[src/rtl/alu_seq.sv]
// Handshaked WIDTH-bit ALU: single-cycle arithmetic/logic ops, shift-and-add multiply,
// registered result with carry/zero/overflow flags.
module alu_seq #(
    parameter int unsigned WIDTH = 4
) (
    input  logic             clk,
    input  logic             rst_n,
    input  logic             in_valid,
    output logic             in_ready,
    input  logic [2:0]       op,
    input  logic [WIDTH-1:0] a,
    input  logic [WIDTH-1:0] b,
    output logic             out_valid,
    input  logic             out_ready,
    output logic [WIDTH-1:0] result,
    output logic             carry,
    output logic             zero,
    output logic             ovf
);

    localparam int unsigned CW  = $clog2(WIDTH + 1);
    localparam int unsigned SW  = WIDTH + 1;
    localparam int unsigned PW  = 2 * WIDTH;
    localparam int unsigned MSB = WIDTH - 1;

    localparam logic [2:0] OP_ADD = 3'b000;
    localparam logic [2:0] OP_SUB = 3'b001;
    localparam logic [2:0] OP_NOT = 3'b010;
    localparam logic [2:0] OP_AND = 3'b011;
    localparam logic [2:0] OP_OR  = 3'b100;
    localparam logic [2:0] OP_XOR = 3'b101;
    localparam logic [2:0] OP_MUL = 3'b110;
    localparam logic [2:0] OP_INC = 3'b111;

    typedef enum logic [1:0] {
        S_IDLE,
        S_MUL,
        S_DONE
    } state_t;

    state_t            state;
    logic [PW-1:0]     mcand;
    logic [PW-1:0]     acc;
    logic [WIDTH-1:0]  mplier;
    logic [CW-1:0]     cnt;

    logic              accept;
    logic [SW-1:0]     sum;
    logic [WIDTH-1:0]  alu_r;
    logic              alu_c;
    logic              alu_v;

    assign in_ready = (state == S_IDLE) | ((state == S_DONE) & out_ready);
    assign accept   = in_valid & in_ready;

    // Single-cycle datapath for every op except MUL
    always_comb begin
        sum   = '0;
        alu_r = '0;
        alu_c = 1'b0;
        alu_v = 1'b0;
        case (op)
            OP_ADD: begin
                sum   = {1'b0, a} + {1'b0, b};
                alu_r = sum[WIDTH-1:0];
                alu_c = sum[WIDTH];
                alu_v = (a[MSB] == b[MSB]) && (alu_r[MSB] != a[MSB]);
            end
            OP_SUB: begin
                sum   = {1'b0, a} + {1'b0, ~b} + SW'(1);
                alu_r = sum[WIDTH-1:0];
                alu_c = sum[WIDTH];
                alu_v = (a[MSB] != b[MSB]) && (alu_r[MSB] != a[MSB]);
            end
            OP_INC: begin
                sum   = {1'b0, a} + SW'(1);
                alu_r = sum[WIDTH-1:0];
                alu_c = sum[WIDTH];
                alu_v = !a[MSB] && alu_r[MSB];
            end
            OP_NOT:  alu_r = ~a;
            OP_AND:  alu_r = a & b;
            OP_OR:   alu_r = a | b;
            OP_XOR:  alu_r = a ^ b;
            default: alu_r = '0;
        endcase
    end

    // Control FSM; MUL runs WIDTH add steps then one cycle to commit the product
    always_ff @(posedge clk or negedge rst_n) begin
        if (!rst_n) begin
            state     <= S_IDLE;
            out_valid <= 1'b0;
            result    <= '0;
            carry     <= 1'b0;
            zero      <= 1'b0;
            ovf       <= 1'b0;
            mcand     <= '0;
            acc       <= '0;
            mplier    <= '0;
            cnt       <= '0;
        end else begin
            case (state)
                S_IDLE, S_DONE: begin
                    if (accept) begin
                        if (op == OP_MUL) begin
                            mcand     <= {{WIDTH{1'b0}}, a};
                            mplier    <= b;
                            acc       <= '0;
                            cnt       <= '0;
                            out_valid <= 1'b0;
                            state     <= S_MUL;
                        end else begin
                            result    <= alu_r;
                            carry     <= alu_c;
                            zero      <= (alu_r == '0);
                            ovf       <= alu_v;
                            out_valid <= 1'b1;
                            state     <= S_DONE;
                        end
                    end else if ((state == S_DONE) && out_ready) begin
                        out_valid <= 1'b0;
                        state     <= S_IDLE;
                    end
                end
                S_MUL: begin
                    if (cnt == CW'(WIDTH)) begin
                        result    <= acc[WIDTH-1:0];
                        carry     <= |acc[PW-1:WIDTH];
                        zero      <= (acc[WIDTH-1:0] == '0);
                        ovf       <= 1'b0;
                        out_valid <= 1'b1;
                        state     <= S_DONE;
                    end else begin
                        if (mplier[0]) begin
                            acc <= acc + mcand;
                        end
                        mcand  <= mcand << 1;
                        mplier <= mplier >> 1;
                        cnt    <= cnt + CW'(1);
                    end
                end
                default: begin
                    out_valid <= 1'b0;
                    state     <= S_IDLE;
                end
            endcase
        end
    end

endmodule
[config.mk]
export PLATFORM = sky130hd
export DESIGN_NAME = alu_seq
export DESIGN_NICKNAME = d
export VERILOG_FILES = /design/src/rtl/alu_seq.sv
export SDC_FILE = /design/constraint.sdc
export NUM_CORES = 1
export LEC_CHECK = 0
export CAP_MARGIN = 20
export CORE_ASPECT_RATIO = 1.2
export CORE_MARGIN = 2
export CORE_UTILIZATION = 50
export CTS_CLUSTER_DIAMETER = 30
export DETAILED_ROUTE_END_ITERATION = 10
export MAX_ROUTING_LAYER = met4
export PLACE_DENSITY = 0.71
export SLEW_MARGIN = 20
export SYNTH_ARGS = -nofsm -noshare
export SYNTH_HDL_FRONTEND = slang
export SYNTH_SLANG_ARGS = --single-unit
[constraint.sdc]
create_clock -name clk -period 4.65 [get_ports clk]
set_clock_uncertainty 0.1 [all_clocks]
set_input_delay 1.395 -clock clk [delete_from_list [all_inputs] [get_ports clk]]
set_output_delay 1.395 -clock clk [all_outputs]
set_load 0.02 [all_outputs]
==> results of run 1 <==
-- worst reg2reg max path, cell delays in order, from the launching register on --
cell and delay [ns]:
dfrtp_1 0.41, ha_1 0.25, fa_1 0.42, a21o_1 0.18
a21oi_1 0.23, o21bai_1 0.10, a21oi_1 0.18, xor2_1 0.16
o21ai_0 0.09
-- metal layers --
metal  up-vias  wire length, um  share of wire (%)  global-route usage [%]
li1        956                -                  -                       -
met1       937             2340                 45                    28.1
met2        31             2670                 51                    37.5
met3         6              138                2.6                    3.78
met4         0               83                1.6                    7.96
met5         -                0                  0                       -
-- power groups by stage --
| stage | Sequential, mW | Combinational (mW) | Clock, mW |
|---|---|---|---|
| finish | 0.452 | 0.437 | 0.262 |
| global route | 0.466 | 0.492 | 0.280 |
| detailed placement | 0.457 | 0.439 | 0 |
| CTS | 0.452 | 0.441 | 0.265 |
| floorplan | 0.456 | 0.302 | 0 |
| global placement | 0.452 | 0.425 | 0 |
-- worst max-delay path by stage --
stage                     startpoint        to  slack, ns  cells after the start
final                      out_ready  in_ready       0.46                      4
after global routing       out_ready  in_ready       0.40                      4
after CTS                  out_ready  in_ready       0.46                      4
after detailed placement   out_ready  in_ready       0.45                      4
after global placement     out_ready  in_ready       0.47                      4
after floorplan            out_ready  in_ready       1.39                      2
-- stage by stage --
stage / worst slack (ns) / instances / utilization [%] / total power [mW]
final: 0.464 / 336 / 59.9 / 1.15
after global routing: 0.401 / 336 / 59.9 / 1.24
after CTS: 0.457 / 336 / 59.9 / 1.16
after detailed placement: 0.454 / 328 / 57.6 / 0.896
after global placement: 0.473 / 328 / 57.6 / 0.877
after floorplan: 1.39 / 255 / - / 0.758
-- cell type report --
type	instances	area, um2
fill	422	1860
multi-input combinational	193	1460
tap	58	72.6
clock buffer	6	72.6
timing repair buffer	27	260
clock inverter	2	35.0
sequential	32	801
inverter	18	72.6
-- layout by cell type (no fill, tap or decap), types with 4 or more instances in the layout --
master	synthesis	routed
o31ai_1	4	4
buf_4	1	4
mux2i_1	6	6
a21oi_1	13	13
inv_1	17	17
o21bai_1	4	4
clkbuf_8	0	5
nand2_1	22	22
xnor2_1	6	6
ha_1	23	23
nor2_1	24	24
a311oi_1	5	5
o21ai_0	12	12
clkdlybuf4s50_1	0	23
xor2_1	4	4
dfrtp_1	32	32
o21a_1	5	5
a22o_1	8	8
-- kinds of logic after synthesis --
group	count (synthesis)	share of synthesized area [%]
multiplexers	9	3.89
adder cells (fa/ha/maj)	26	14.4
AND/OR/NAND/NOR	73	14.8
XOR/XNOR	10	3.63
AO/OA/AOI/OAI	75	23.7
buffers and inverters	30	6.33
flip-flops	32	33.2
-- flip-flops by register name, indices dropped and copies added, names as in the netlist --
name and count:
out_valid 1, result 4, cnt 3, mplier 4, acc 8, state 1
carry 1, zero 1, ovf 1, mcand 8
==> impl_metrics.ini, run 1 <==
[synth]
ys_async_sr_fraction_pct = 100
yosysMostFrequentCell = dfrtp_1
ys_types = 57
syn-num-nets = 296
avgSynthCellArea_um2 = 9.46
synth_flop_cell = dfrtp_1
netlist_area_mm2 = 0.00241
postSynthCellCount = 255
synth_top_area_share_pct = 33.2
ys_seq_elements = 32
yosysTopAreaCell = dfrtp_1
synth_commonest_cells = dfrtp_1, nor2_1, ha_1, nand2_1, inv_1
yosys-top-cells-area = dfrtp_1, ha_1, nor2_1
synth-seq-area-share_pct = 33.2
synth_edf_count = 0
yosys_warnings = 0

[power]
p_int_uw = 737
p_sw_uw = 413
p_clk_share_pct = 22.7
p_leak_nw = 1.26
powerDensity_mw_per_mm2 = 415
pwr-share-seq_pct = 39.3
vdd_ir_drop_max_uv = 127
swShare_pct = 35.9
comb_power_share_pct = 38.0

[clock_tree]
postCtsSetupRepairBufs = 0
h-tree-depth = 2
postCtsResizedCells = 0
clk_path_buf_depth = 2
cts_tree = built
clkTransAtPathRegs_ns = 0.06
clock_latency_ns = 0.29
cts_hold_buf = 0
root_buffer = clkbuf_8
cts_sinks = 32
cts_buffers = 5

[worst_setup_path]
cp.arrival_ns = 2.69
cp_slowest_cell = clkdlybuf4s50_1
worstReg2RegEnd = acc[6]$_DFFE_PN0P_
worstReg2RegStart = mcand[0]$_DFFE_PN0P_
crit_buf_inv = 2
r2r_slack_ns = 2.43
path_max_fanout = 4
slowest_delay_ns = 0.59
crit_family = buffers and inverters
ff2ff_path_depth = 8
cpMostUsedCell = clkdlybuf4s50_1
worst_setup_path_end_kind = output pin
critPathRequiredTime_ns = 3.15
cp_cell_sequence = clkdlybuf4s50_1 > nand2b_1 > and2b_1 > clkdlybuf4s50_1
start_kind = input pin
critical_path_class = input pin to output pin

[route]
avgRoutedWirePerCell_um = 15.6
drcViolationCount = 0
first_iter_violations = 84
num_vias = 1930
firstDrtPassIters = 4
wl_mm = 5.23
vias_per_cell = 5.74
drtAntennaViolNets = 0

[final_layout]
drive_gt1_share_pct = 8.63
post-route-cell-area_mm2 = 0.00277
area_growth_pct = 14.9
antennaDiodeCount = 0
nets = 318

[timing]
period_needed_ns = 4.19
fmaxAchievable_ghz = 0.239
worst_slew_pin_slew_ns = 0.638
final.setup.tns_ns = 0
final-hold-violation-count = 0
max_slew_margin_pct = 57.3
maxSlewViolCount = 0
whs_ns = 0.395
rsz0062_at_grt = no
period_share_pct = 90.0
setup_viol = 0

[die]
core_area_mm2 = 0.00463
start_util_pct = 52.1
core.rowCount = 27
die_x_um = 67.4
io_pins = 24
die_y_um = 80.1
dieArea_mm2 = 0.00540

[hold_path]
hold_path_startpoint = result[3]$_DFFE_PN0P_
whs_endpoint = result[3]$_DFFE_PN0P_
hold_depth = 2
hold_class = flip-flop to flip-flop

[grt]
grt_pass1_vias = 1879
antenna_found_initial = 0
grt_start_max_net_pins = 33
gr-total-overflow = 0
grt_pass1_wl_mm = 8.92
globalRouteTotalUtil_pct = 22.8

[flow_run]
max_cap_viol_count = 0

[placed_design]
detailed_place_hpwl_mm = 4.06
io_buffer_count = 23
dpl_cell_area_mm2 = 0.00266
globalplace.congestion = 0.821

[run_status]
run_status = complete, no violations
(Power assumes the default switching activity.)
==> run 2: changes to the inputs <==
Settings changed: ABC_CLOCK_PERIOD_IN_PS set to 4650, CORE_UTILIZATION 50 to 40, PLACE_DENSITY 0.71 to not set.
==> run 2 against run 1 <==
Clock power fell by 25%. Cell count up 6.8%. Worst hold slack lost 0.013 ns. Via count fell by 1.6%. Largest power group unchanged.
==> impl_metrics.ini, run 2 (synthesis results as in run 1) <==
[route]
avgRoutedWirePerCell_um = 14.5
drcViolationCount = 0
num_vias = 1900
wl_mm = 5.21
vias_per_cell = 5.29
firstDrtPassIters = 4
first_iter_violations = 57
drtAntennaViolNets = 0

[final_layout]
layout_commonest_cell = dfrtp_1
final_cells = 359
fillers = 597
reg_top3 = acc x8, mcand x8
area_growth_pct = 14.9
nets = 318
postLayoutCoreUtil_pct = 46.7
drive_gt1_share_pct = 8.30
post-route-cell-area_mm2 = 0.00277
antennaDiodeCount = 0
final_cell_mix = dfrtp_1, nor2_1, ha_1, clkdlybuf4s50_1, nand2_1

[die]
core_area_mm2 = 0.00593
die_x_um = 74.9
start_util_pct = 40.6
dieArea_mm2 = 0.00667
die_y_um = 89.1
core.rowCount = 31
io_pins = 24

[grt]
gr-total-overflow = 0
antenna_found_initial = 0
met3_usage_pct = 3.16
globalRouteTotalUtil_pct = 17.8
grt_use_met1_pct = 21.7
top_usage_layer = met2
grt_start_max_net_pins = 33
grt_pass1_wl_mm = 8.80
grt_pass1_vias = 1856
gr-usage-met2_pct = 30.0

[power]
power_mw = 1.08
vdd_ir_drop_max_uv = 164
pwr-share-seq_pct = 41.7
p_int_uw = 680
swShare_pct = 37.0
powerDensity_mw_per_mm2 = 389
p_leak_nw = 1.25
p_sw_uw = 399
comb_power_share_pct = 40.0
p_clk_share_pct = 18.3

[timing]
max_slew_margin_pct = 55.2
setup_viol = 0
fmaxAchievable_ghz = 0.239
period_needed_ns = 4.19
worst_slew_pin_slew_ns = 0.669
final.setup.tns_ns = 0
final-hold-violation-count = 0
setup_slack_ns = 0.463
period_share_pct = 90.0
rsz0062_at_grt = no
maxSlewViolCount = 0
whs_ns = 0.382

[clock_tree]
clkTransAtPathRegs_ns = 0.06
cts_buffers = 5
clk_path_buf_depth = 2
root_buffer = clkbuf_8
cts_sinks = 32
postCtsSetupRepairBufs = 0
postCtsResizedCells = 0
cts_hold_buf = 0
cts_tree = built
h-tree-depth = 2
clock_latency_ns = 0.28

[worst_setup_path]
r2r_slack_ns = 2.49
path_max_fanout = 4
cp.arrival_ns = 2.69
critical_path_class = input pin to output pin
worst_setup_path_end_kind = output pin
critPathRequiredTime_ns = 3.15
start_kind = input pin

[placed_design]
dpl_cell_area_mm2 = 0.00269
place_ws_ns = 0.459
globalplace.congestion = 0.815
io_buffer_count = 23
detailed_place_hpwl_mm = 4.00
place_inst = 352

[hold_path]
hold_class = flip-flop to flip-flop

[run_status]
run_status = complete, no violations

[flow_run]
max_cap_viol_count = 0
## run 2: layer usage
metal / up-vias / wire (um)
li1: 961 / -
met1: 908 / 2420
met2: 25 / 2590
met3: 6 / 129
met4: 0 / 65
met5: - / 0
## run 2: power by group through the flow
stage	registers (mW)	clock network, mW	logic (mW)
after floorplan	0.456	0	0.302
after global routing	0.465	0.218	0.489
after detailed placement	0.457	0	0.435
after CTS	0.452	0.203	0.438
after global placement	0.453	0	0.428
final	0.450	0.197	0.431
## run 2: layout make-up
type	instances	area, um2	area share [%]
Tap cell	82	103	3.70
Multi-Input combinational cell	193	1460	52.6
Clock buffer	6	72.6	2.62
Inverter	18	72.6	2.62
Sequential cell	32	801	28.9
Clock inverter	1	5.00	0.181
Timing Repair Buffer	27	260	9.39
## run 2: worst max-delay path, cell delays in order
cell and delay, ns:
clkdlybuf4s50_1 0.44, nand2b_1 0.14, and2b_1 0.13, clkdlybuf4s50_1 0.59
## run 2: path summary, 6_finish.rpt
check	from	endpoint	cells past startpoint
setup / recovery	out_ready	in_ready	4
hold reg to reg	result[1]$_DFFE_PN0P_	result[1]$_DFFE_PN0P_	2
max in group asynchronous	rst_n	result[2]$_DFFE_PN0P_	2
setup reg to reg	mcand[0]$_DFFE_PN0P_	acc[6]$_DFFE_PN0P_	8
min in group asynchronous	rst_n	mcand[7]$_DFFE_PN0P_	2
hold / removal	result[1]$_DFFE_PN0P_	result[1]$_DFFE_PN0P_	2
